## config.mk

```make
export PLATFORM = sky130hd
export DESIGN_NAME = ex_muldiv_unit_flat
export DESIGN_NICKNAME = d
export VERILOG_FILES = /design/src/rtl/ex_muldiv_unit_if.sv /design/src/rtl/ex_muldiv_unit.sv /design/src/flat_wrapper.sv
export SDC_FILE = /design/constraint.sdc
export NUM_CORES = 1
export LEC_CHECK = 0
export ABC_AREA = 1
export CAP_MARGIN = 20
export CORE_MARGIN = 2
export CORE_UTILIZATION = 45
export CTS_BUF_LIST = sky130_fd_sc_hd__clkbuf_4 sky130_fd_sc_hd__clkbuf_8 sky130_fd_sc_hd__clkbuf_16
export CTS_CLUSTER_SIZE = 30
export DETAILED_ROUTE_END_ITERATION = 10
export PLACE_DENSITY = 0.75
export SYNTH_ARGS = -nofsm -noshare
export SYNTH_HDL_FRONTEND = slang
export SYNTH_SLANG_ARGS = --single-unit
```

## constraint.sdc

```tcl
create_clock -name clock -period 14.05 [get_ports clock]
set_input_delay 1.405 -clock clock [delete_from_list [all_inputs] [get_ports clock]]
set_output_delay 1.405 -clock clock [all_outputs]
set_load 0.01 [all_outputs]
```

## src/rtl/ex_muldiv_unit_if.sv

```systemverilog
// ex_muldiv_unit_if: request/result bundle between the execute stage and the
// iterative multiply/divide unit.
//   master (execute stage): drives flush, start, op, a, b
//   slave  (muldiv unit)  : drives busy, stall, done, hi, lo, div_by_zero, illegal
// op encoding: 00 MULTU, 01 MULT, 10 DIVU, 11 DIV.
interface ex_muldiv_unit_if #(
  parameter int WIDTH = 64
);
  logic             flush;
  logic             start;
  logic [1:0]       op;
  logic [WIDTH-1:0] a;
  logic [WIDTH-1:0] b;
  logic             busy;
  logic             stall;
  logic             done;
  logic [WIDTH-1:0] hi;
  logic [WIDTH-1:0] lo;
  logic             div_by_zero;
  logic             illegal;

  modport master (
    output flush, start, op, a, b,
    input  busy, stall, done, hi, lo, div_by_zero, illegal
  );

  modport slave (
    input  flush, start, op, a, b,
    output busy, stall, done, hi, lo, div_by_zero, illegal
  );
endinterface

```

## src/rtl/ex_muldiv_unit.sv

```systemverilog
// ex_muldiv_unit: iterative MULT/MULTU/DIV/DIVU unit with architectural HI/LO.
// Operands are reduced to magnitudes on acceptance. The unit then retires STEP
// bits per cycle for N = WIDTH/STEP cycles (RUN). It applies the sign
// correction and writes HI/LO in one final cycle (SIGN).
// Ports:
//   clock, reset : clock and asynchronous active-high reset
//   bus (slave)  : flush/start/op/a/b in; busy/stall/done/hi/lo/div_by_zero/illegal out
// Build option: define MULDIV_DIV_EN to include the divider. Without it, divide
// requests are refused with a one-cycle illegal pulse and the unit stays idle.
module ex_muldiv_unit #(
  parameter int WIDTH = 64,
  parameter int STEP  = 1
) (
  input logic             clock,
  input logic             reset,
  ex_muldiv_unit_if.slave bus
);
  localparam int N  = WIDTH / STEP;
  localparam int CW = (N > 1) ? $clog2(N) : 1;

  typedef enum logic [1:0] {IDLE = 2'd0, RUN = 2'd1, SIGN = 2'd2} state_t;

  state_t             state_q;
  logic [CW-1:0]      cnt_q;
  logic               is_div_q;
  logic               neg_q;      // negate product / quotient
  logic               rem_neg_q;  // remainder follows the dividend sign
  logic               dbz_q;
  logic [WIDTH-1:0]   opb_q;      // |b|: multiplicand or divisor
  // Shared accumulator. Multiply: {partial high, remaining multiplier bits}.
  // Divide: {partial remainder, dividend bits still to shift / quotient bits}.
  logic [2*WIDTH-1:0] acc_q;
  logic [2*WIDTH-1:0] acc_d;
  logic [WIDTH-1:0]   hi_q;
  logic [WIDTH-1:0]   lo_q;
  logic               done_q;
  logic               dbz_out_q;
  logic               illegal_q;

  logic signed [WIDTH-1:0] a_s;
  logic signed [WIDTH-1:0] b_s;
  logic                    a_neg;
  logic                    b_neg;
  logic [WIDTH-1:0]        a_mag;
  logic [WIDTH-1:0]        b_mag;
  logic [WIDTH+STEP-1:0]   mul_pp;
  logic [WIDTH+STEP-1:0]   mul_sum;

  function automatic logic [WIDTH-1:0] neg_w(input logic n, input logic [WIDTH-1:0] v);
    return n ? -v : v;
  endfunction

  function automatic logic [2*WIDTH-1:0] neg_d(input logic n, input logic [2*WIDTH-1:0] v);
    return n ? -v : v;
  endfunction

  assign a_s   = bus.a;
  assign b_s   = bus.b;
  assign a_neg = bus.op[0] && (a_s < 0);
  assign b_neg = bus.op[0] && (b_s < 0);
  assign a_mag = neg_w(a_neg, bus.a);
  assign b_mag = neg_w(b_neg, bus.b);

  // Shift-add: STEP low multiplier bits select a partial product that is added
  // to the running high half, then the whole accumulator shifts right by STEP.
  assign mul_pp  = {{STEP{1'b0}}, opb_q} * {{WIDTH{1'b0}}, acc_q[STEP-1:0]};
  assign mul_sum = {{STEP{1'b0}}, acc_q[2*WIDTH-1:WIDTH]} + mul_pp;

`ifdef MULDIV_DIV_EN
  logic [WIDTH-1:0] rem_w;
  logic [WIDTH-1:0] quo_w;
  logic [WIDTH:0]   trial_w;
`endif

  always_comb begin
    acc_d = {mul_sum, acc_q[WIDTH-1:STEP]};
`ifdef MULDIV_DIV_EN
    // Restoring division, STEP quotient bits per cycle. The remainder always
    // stays below the divisor, so the WIDTH+1 bit trial never loses its top bit.
    rem_w   = acc_q[2*WIDTH-1:WIDTH];
    quo_w   = acc_q[WIDTH-1:0];
    trial_w = '0;
    for (int i = 0; i < STEP; i++) begin
      trial_w = {rem_w, quo_w[WIDTH-1]};
      quo_w   = {quo_w[WIDTH-2:0], 1'b0};
      if (trial_w >= {1'b0, opb_q}) begin
        trial_w  = trial_w - {1'b0, opb_q};
        quo_w[0] = 1'b1;
      end
      rem_w = trial_w[WIDTH-1:0];
    end
    if (is_div_q) acc_d = {rem_w, quo_w};
`endif
  end

  always_ff @(posedge clock or posedge reset) begin
    if (reset) begin
      state_q   <= IDLE;
      cnt_q     <= '0;
      is_div_q  <= 1'b0;
      neg_q     <= 1'b0;
      rem_neg_q <= 1'b0;
      dbz_q     <= 1'b0;
      opb_q     <= '0;
      acc_q     <= '0;
      hi_q      <= '0;
      lo_q      <= '0;
      done_q    <= 1'b0;
      dbz_out_q <= 1'b0;
      illegal_q <= 1'b0;
    end else begin
      done_q    <= 1'b0;
      dbz_out_q <= 1'b0;
      illegal_q <= 1'b0;
      case (state_q)
        IDLE: begin
          if (bus.start && !bus.flush) begin
`ifndef MULDIV_DIV_EN
            if (bus.op[1]) illegal_q <= 1'b1;
            else
`endif
            begin
              state_q   <= RUN;
              cnt_q     <= CW'(N - 1);
              is_div_q  <= bus.op[1];
              neg_q     <= a_neg ^ b_neg;
              rem_neg_q <= a_neg;
              dbz_q     <= bus.op[1] && (bus.b == '0);
              opb_q     <= b_mag;
              acc_q     <= {{WIDTH{1'b0}}, a_mag};
            end
          end
        end
        RUN: begin
          if (bus.flush) begin
            state_q <= IDLE;
          end else begin
            acc_q <= acc_d;
            cnt_q <= cnt_q - CW'(1);
            if (cnt_q == '0) state_q <= SIGN;
          end
        end
        SIGN: begin
          state_q <= IDLE;
          if (!bus.flush) begin
            done_q    <= 1'b1;
            dbz_out_q <= dbz_q;
            if (is_div_q) begin
              // Divide by zero leaves the dividend in the remainder half, so the
              // normal remainder path already yields HI = a.
              lo_q <= dbz_q ? '1 : neg_w(neg_q, acc_q[WIDTH-1:0]);
              hi_q <= neg_w(rem_neg_q, acc_q[2*WIDTH-1:WIDTH]);
            end else begin
              {hi_q, lo_q} <= neg_d(neg_q, acc_q);
            end
          end
        end
        default: state_q <= IDLE;
      endcase
    end
  end

  assign bus.busy        = (state_q != IDLE);
  assign bus.stall       = (state_q != IDLE);
  assign bus.done        = done_q;
  assign bus.hi          = hi_q;
  assign bus.lo          = lo_q;
  assign bus.div_by_zero = dbz_out_q;
  assign bus.illegal     = illegal_q;
endmodule

```

## src/flat_wrapper.sv

```systemverilog
// flat-port wrapper written by rule: the top's interface ports become plain ports
module ex_muldiv_unit_flat 
#(
  parameter int WIDTH = 64,
  parameter int STEP  = 1
)
  (clock, reset, bus_flush, bus_start, bus_op, bus_a, bus_b, bus_busy, bus_stall, bus_done, bus_hi, bus_lo, bus_div_by_zero, bus_illegal);
  ex_muldiv_unit_if #(.WIDTH(WIDTH)) bus_i ();
  input logic clock;
  input logic reset;
  input wire logic [$bits(bus_i.flush)-1:0] bus_flush;
  input wire logic [$bits(bus_i.start)-1:0] bus_start;
  input wire logic [$bits(bus_i.op)-1:0] bus_op;
  input wire logic [$bits(bus_i.a)-1:0] bus_a;
  input wire logic [$bits(bus_i.b)-1:0] bus_b;
  output wire logic [$bits(bus_i.busy)-1:0] bus_busy;
  output wire logic [$bits(bus_i.stall)-1:0] bus_stall;
  output wire logic [$bits(bus_i.done)-1:0] bus_done;
  output wire logic [$bits(bus_i.hi)-1:0] bus_hi;
  output wire logic [$bits(bus_i.lo)-1:0] bus_lo;
  output wire logic [$bits(bus_i.div_by_zero)-1:0] bus_div_by_zero;
  output wire logic [$bits(bus_i.illegal)-1:0] bus_illegal;
  assign bus_i.flush = bus_flush;
  assign bus_i.start = bus_start;
  assign bus_i.op = bus_op;
  assign bus_i.a = bus_a;
  assign bus_i.b = bus_b;
  assign bus_busy = bus_i.busy;
  assign bus_stall = bus_i.stall;
  assign bus_done = bus_i.done;
  assign bus_hi = bus_i.hi;
  assign bus_lo = bus_i.lo;
  assign bus_div_by_zero = bus_i.div_by_zero;
  assign bus_illegal = bus_i.illegal;
  ex_muldiv_unit #(.WIDTH(WIDTH), .STEP(STEP)) u_core (.clock(clock), .reset(reset), .bus(bus_i));
endmodule
```

# Word level (Yosys, flattened, before mapping)
# Index checks and enable logic that the tools add are counted.
# W data, S select, Z words.
[totals]
reg_bits = 333
latch_bits = 0
ramBits = 0
rom_bits = 0
in_bits = 134
out_inout_bits = 133
word_cells = 65
memories = 0
[op_classes]
add_sub_neg = 5
mul = 1
div = 0
magnitude_cmp = 2
eq_ne = 6
shift = 0
n_mux = 23
n_bitwise = 3
n_reduce_logical = 14
[op_table]
columns = ["cell", "n"]
rows = [
  ["$mux W128", 4],
  ["$pmux W128 S2", 1],
  ["$lt A64 B1 Y1 const B", 2],
  ["$mux W64", 2],
  ["$neg A128 Y128", 1],
  ["$neg A64 Y64", 2],
  ["$add A64 B65 Y65", 1],
  ["$mul A64 B1 Y65", 1],
  ["$logic_not A64 Y1", 1],
  ["$mux W6", 3],
  ["$pmux W6 S2", 1],
  ["$mux W2", 4],
  ["$mux W1", 7],
  ["$logic_not A6 Y1", 1],
  ["$reduce_and A3 Y1", 2],
  ["$sub A6 B1 Y6 const B", 1],
  ["$logic_and A1 B1 Y1", 4],
  ["$ne A2 B2 Y1 const B", 2],
  ["$pmux W2 S2", 1],
  ["$reduce_and A4 Y1", 1],
  ["$reduce_bool A2 Y1", 2],
  ["$ne A3 B2 Y1 const B", 1],
  ["$eq A2 B1 Y1 const B", 1],
  ["$eq A2 B2 Y1 const B", 1],
  ["other kinds (6)", 7],
]

# Logic depth before layout (Yosys ltp)
[depth]
depth_word = 6
depth_mapped = 20
ltp_nobuf = 18

# Least setup slack after synthesis
# No wires, ideal clock.
[synth_timing]
path_type = "input-to-reg"
startpoint = "input port bus_a[1]"
endpoint = "register u_core.acc_q[32]"
setup_time_ns = 0.131
arrival_ns = 2.652
required_ns = 13.919
setup_slack_ns = 11.267
stages = 10
path_buffers = 0
cell_sequence = "inv_1 > ha_1 > nand3_1 > nor2_2 > nand2_1 > nor3_2 > nand2_1 > nand2_1 > xor2_1 > o21bai_1"
[synth_between]
elab_chain_len = 6
elab_cells_between_ends = 7
[synth_lines]
columns = ["element", "line", "rtl"]
rows = [
  ["start: declaration", "flat_wrapper.sv:14", "input wire logic [$bits(bus_i.a)-1:0] bus_a;"],
  ["$lt A64 B1 Y1", "ex_muldiv_unit.sv:59", "assign a_neg = bus.op[0] && (a_s < 0);"],
  ["$logic_and A1 B1 Y1", "ex_muldiv_unit.sv:59", ""],
  ["$mux W64 (*)", "ex_muldiv_unit.sv:50", "return n ? -v : v;"],
  ["$mux W128 (*)", "ex_muldiv_unit.sv:119", "if (bus.op[1]) illegal_q <= 1'b1;"],
  ["$mux W128 (*)", "ex_muldiv_unit.sv:117", "if (bus.start && !bus.flush) begin"],
  ["$pmux W128 S2 (*)", "ex_muldiv_unit.sv:115", "case (state_q)"],
  ["end signal: assignment", "ex_muldiv_unit.sv:130", "acc_q <= {{WIDTH{1'b0}}, a_mag};"],
  ["end: declaration", "ex_muldiv_unit.sv:32", "logic [2*WIDTH-1:0] acc_q;"],
]
# Every way passes the cells marked *; elsewhere a longest branch is shown, timed or not. The select of a mux whose other input is x is not followed.
# A chain may end at the register's enable or synchronous reset.

# Final worst setup path
[layout_timing]
startpoint = "input port bus_flush"
endpoint = "register u_core.cnt_q[5]"
[layout_between]
elab_chain_len = 4
elab_cells_between_ends = 5
[layout_lines]
columns = ["element", "line", "rtl"]
rows = [
  ["start: declaration", "flat_wrapper.sv:11", "input wire logic [$bits(bus_i.flush)-1:0] bus_flush;"],
  ["$logic_not A1 Y1", "ex_muldiv_unit.sv:117", ""],
  ["$logic_and A1 B1 Y1", "ex_muldiv_unit.sv:117", ""],
  ["$ne A2 B1 Y1 (no line)", "-", ""],
  ["$reduce_and A4 Y1 (no line) (*)", "-", ""],
  ["end signal: assignment", "ex_muldiv_unit.sv:124", "cnt_q <= CW'(N - 1);"],
  ["end signal: assignment", "ex_muldiv_unit.sv:139", "cnt_q <= cnt_q - CW'(1);"],
  ["end: declaration", "ex_muldiv_unit.sv:24", "logic [CW-1:0] cnt_q;"],
]
# Every way passes the cells marked *; elsewhere a longest branch is shown, timed or not.

==> reports/qor.txt <==
======================================================================================
Gate Count Post-Synth                                                             4700
Global-route congestion overflow total                                               0
Total track usage                                                                0.342
Clock transition at the registers of the reported paths                        0.06 ns
Crit. End Element                                                            flip-flop
Critical path data required time                                              14.49 ns
Final Critical Period                                                          3.68 ns
Overall die area                                                           64300 sq um
Critical path type                                                        input pin to flip-flop
Placement Setup Slack                                                          9.80 ns
Die Y                                                                           254 um
Pin count of the biggest net entering global routing                               136
Cell Area, Synth                                                           28000 sq um
Chip width                                                                      254 um
Weighted congestion reported at the end of routability-driven placement           1.02
Std-Cell Core Area                                                         61600 sq um
Worst-skew pair later-pin latency                                              0.60 ns
Number of failing hold endpoints at the final stage                                  0
Nets                                                                              5110
Total routed wirelength                                                      111000 um
Type of the worst min-delay path                                          flip-flop to flip-flop
Cell-by-cell listing of the critical path                                 clkdlybuf4s50_1 > nor2_4 > buf_4 > nor2_4 > inv_2 > buf_4 > nand3_1 > inv_1 > nand2_1 > o21ai_0 > nand3_1
Detailed-route DRC error count                                                       0
Max rail drop VDD                                                          0.0000784 V
CTS hold repair buffers                                                              0
Mean number of vias per cell                                                      5.36
Setup slack after layout                                                      10.37 ns
Number of global-route vias before repair                                        27.9k
Max Freq                                                                     0.272 GHz
Deepest clock path buffer count                                                      3
Clock Tree Root                                                           sky130_fd_sc_hd__clkbuf_16
Endpoints failing setup                                                              0
Count of buffers added by post-CTS timing repair for setup                           0
Placed instance area                                                       31400 sq um
Standby leakage power                                                        0.0169 uW
Worst slew slack as a fraction of its limit                                      0.271
Max_cap viols                                                                        0
Post-synth ARST share                                                             1.00
Number of flip-flops and latches in the synthesized netlist                        333
Total Negative Setup Slacks                                                       0 ns
Fraction of final layout cells sized beyond drive strength 1                    0.0391
Routed length per instance                                                     19.2 um
Count of nets left with antenna violations after detail routing                      0
Wire length of the first global-routing pass                                 167000 um
Placement row count                                                                 91
Run status                                                                finished, final reports clean
Layout area overhead                                                             16.9%
Initial cell density of the core                                                 0.455
Register area share after synthesis                                              0.297
Largest clock skew in the final design                                       0.0396 ns
Most common flop cell mapped by yosys                                     sky130_fd_sc_hd__dfrtp_1
Post-DP HPWL                                                                  89100 um
Worst-margin pin slew                                                          1.09 ns
Setup repair after global routing missed its margin                              false
Warnings from Yosys                                                                  0
Number of synthesized flops with an enable pin                                       0
Startpoint Class                                                             input pin
Num CTS Buffers                                                                     39
1st-iter DRT viols                                                                3353
Maximum fanout count along the critical path                                        85
Port Buf Inserts                                                                   266
CTS tree                                                                           yes
Data arrival, critical path                                                    4.12 ns
Total non-filler cell area in the finished layout                          32700 sq um
Synthesized netlist net count                                                     4904
Slowest cell on the critical path                                         sky130_fd_sc_hd__buf_4
Largest stage delay on the critical path                                       0.65 ns
Mapped Avg Cell Area                                                        5.96 sq um
Post-CTS Resized                                                                     0
Worst reg2reg path depth                                                            13
Max-slew violation total from the final report                                       0
Power density over the cells                                               135 nW/um^2
Hold path cells                                                                      2
H-tree depth                                                                         2
Number of top-level design ports                                                   267
Number of library cell types mapped by synthesis                                    53
Period Utilization, post-route                                                   0.262
Via count of the routed design                                                   30.9k
Number of detailed-route iterations in the first pass                                6
Number of antenna violations at the first check in global routing                    1
CTS sink cnt                                                                       333
======================================================================================
-- metal layers --
metal  vias to the layer above  part of all wire  GRT usage
met2                      1505              0.39      0.472
met4                         0             0.032      0.106
li1                      15100                 -          -
met3                       182              0.11     0.0788
met5                         -                 0          0
met1                     14100              0.46      0.521
-- report_power, final --
group | leakage, uW | switching (uW) | total (uW) | internal [uW]
Sequential | 0.00430 | 312 | 1440 | 1130
Clock | 0.000667 | 434 | 1060 | 631
Combinational | 0.0120 | 1300 | 1910 | 607
-- path summary, 6_finish.rpt --
path / start / to / slack, ns
min in group asynchronous: reset / u_core.bus.lo[18] / 1.43
worst max register to register: u_core.state_q[1] / u_core.cnt_q[5] / 10.49
max in group asynchronous: reset / u_core.opb_q[53] / 11.05
worst min register to register: u_core.bus.hi[0] / u_core.bus.hi[0] / 0.48
worst max-delay path: bus_flush / u_core.cnt_q[5] / 10.37
worst min-delay path: u_core.bus.hi[0] / u_core.bus.hi[0] / 0.48
-- synthesized netlist by cell type (4+ instances only) --
master	n	area share
sky130_fd_sc_hd__a21oi_1	99	0.018
sky130_fd_sc_hd__a31oi_1	15	0.0033
sky130_fd_sc_hd__and2_1	4	0.00089
sky130_fd_sc_hd__buf_1	14	0.0019
sky130_fd_sc_hd__buf_2	35	0.0063
sky130_fd_sc_hd__buf_4	4	0.0011
sky130_fd_sc_hd__clkbuf_1	67	0.0090
sky130_fd_sc_hd__dfrtp_1	333	0.30
sky130_fd_sc_hd__ha_1	69	0.031
sky130_fd_sc_hd__inv_1	690	0.092
sky130_fd_sc_hd__inv_2	9	0.0012
sky130_fd_sc_hd__nand2_1	1737	0.23
sky130_fd_sc_hd__nand2_2	15	0.0033
sky130_fd_sc_hd__nand3_1	394	0.070
sky130_fd_sc_hd__nand3_2	5	0.0018
sky130_fd_sc_hd__nand3_4	4	0.0025
sky130_fd_sc_hd__nand3b_1	10	0.0027
sky130_fd_sc_hd__nand4_1	83	0.019
sky130_fd_sc_hd__nor2_1	557	0.075
sky130_fd_sc_hd__nor2_2	24	0.0054
sky130_fd_sc_hd__nor2_4	10	0.0040
sky130_fd_sc_hd__nor3_1	39	0.0070
sky130_fd_sc_hd__nor3_2	4	0.0014
sky130_fd_sc_hd__nor4_1	7	0.0016
sky130_fd_sc_hd__o211ai_1	18	0.0048
sky130_fd_sc_hd__o21ai_0	214	0.038
sky130_fd_sc_hd__o21ai_1	9	0.0016
sky130_fd_sc_hd__o21bai_1	25	0.0067
sky130_fd_sc_hd__o221ai_1	14	0.0044
sky130_fd_sc_hd__o22ai_1	38	0.0085
sky130_fd_sc_hd__o31ai_1	4	0.0011
sky130_fd_sc_hd__or2_2	17	0.0038
sky130_fd_sc_hd__xor2_1	99	0.031
-- flip-flops by register name (all words and copies together), names as in the netlist --
name	count
u_core.bus.hi	64
u_core.bus.illegal	1
u_core.bus.done	1
u_core.dbz_q	1
u_core.neg_q	1
u_core.acc_q	128
u_core.bus.div_by_zero	1
u_core.cnt_q	6
u_core.opb_q	64
u_core.state_q	2
u_core.bus.lo	64
-- cell type report --
cell class	count	area (sq um)
clock buffers	53	1110
well taps	837	1050
diodes	1	2.50
multi-input cells	3545	16600
fillers	6317	28900
repair buffers	286	2830
flip-flops and latches	333	8340
inverters	701	2640
clock inverters	15	223
-- cell usage in the layout, fill, tap and decap left out, types with 5 or more instances in the layout --
master and n:
sky130_fd_sc_hd__clkbuf_4 10, sky130_fd_sc_hd__nand2_1 1737, sky130_fd_sc_hd__nor2_2 23, sky130_fd_sc_hd__nor2_1 556
sky130_fd_sc_hd__a21oi_1 99, sky130_fd_sc_hd__clkbuf_16 39, sky130_fd_sc_hd__nor4_1 7, sky130_fd_sc_hd__dfrtp_1 331
sky130_fd_sc_hd__nand3_1 393, sky130_fd_sc_hd__nand3_2 5, sky130_fd_sc_hd__or2_2 17, sky130_fd_sc_hd__ha_1 69
sky130_fd_sc_hd__a31oi_1 15, sky130_fd_sc_hd__inv_2 10, sky130_fd_sc_hd__o22ai_1 38, sky130_fd_sc_hd__nand3_4 5
sky130_fd_sc_hd__o211ai_1 18, sky130_fd_sc_hd__nor2_4 12, sky130_fd_sc_hd__o21bai_1 25, sky130_fd_sc_hd__inv_1 688
sky130_fd_sc_hd__o21ai_1 9, sky130_fd_sc_hd__o221ai_1 14, sky130_fd_sc_hd__o21ai_0 214, sky130_fd_sc_hd__buf_4 19
sky130_fd_sc_hd__nand4_1 83, sky130_fd_sc_hd__clkinv_2 6, sky130_fd_sc_hd__xor2_1 99, sky130_fd_sc_hd__nand2_2 15
sky130_fd_sc_hd__nand3b_1 10, sky130_fd_sc_hd__nor3_1 39, sky130_fd_sc_hd__clkdlybuf4s50_1 266
-- worst max-delay path, delay by kind of cell --
kind	cells	cell delay, ns
buffers and inverters	5	1.95
AOI/OAI and AO/OA	1	0.16
and+or+nand+nor	5	0.54
-- kinds of logic (layout without fill, tap and decap cells) --
group | after synthesis | in the layout | synth area share
compound gates | 448 | 448 | 0.0900
xor+xnor | 102 | 102 | 0.0319
fa+ha+maj | 70 | 70 | 0.0315
buf+inv | 822 | 1055 | 0.113
flops | 333 | 333 | 0.297
other cells | 0 | 1 | 0
simple gates | 2925 | 2925 | 0.437
-- through the flow --
| step | hold slack (ns) | utilization | instances | total power [uW] |
|---|---|---|---|---|
| after floorplan | 0.449 | - | 4700 | 2570 |
| after global placement | 0.462 | 0.510 | 5702 | 3270 |
| after detailed placement | 0.466 | 0.510 | 5702 | 3280 |
| after CTS | 0.481 | 0.531 | 5770 | 4360 |
| after global routing | 0.498 | 0.531 | 5771 | 4680 |
| final | 0.475 | 0.531 | 5771 | 4410 |
No activity file was read; power rests on OpenSTA's default activity.
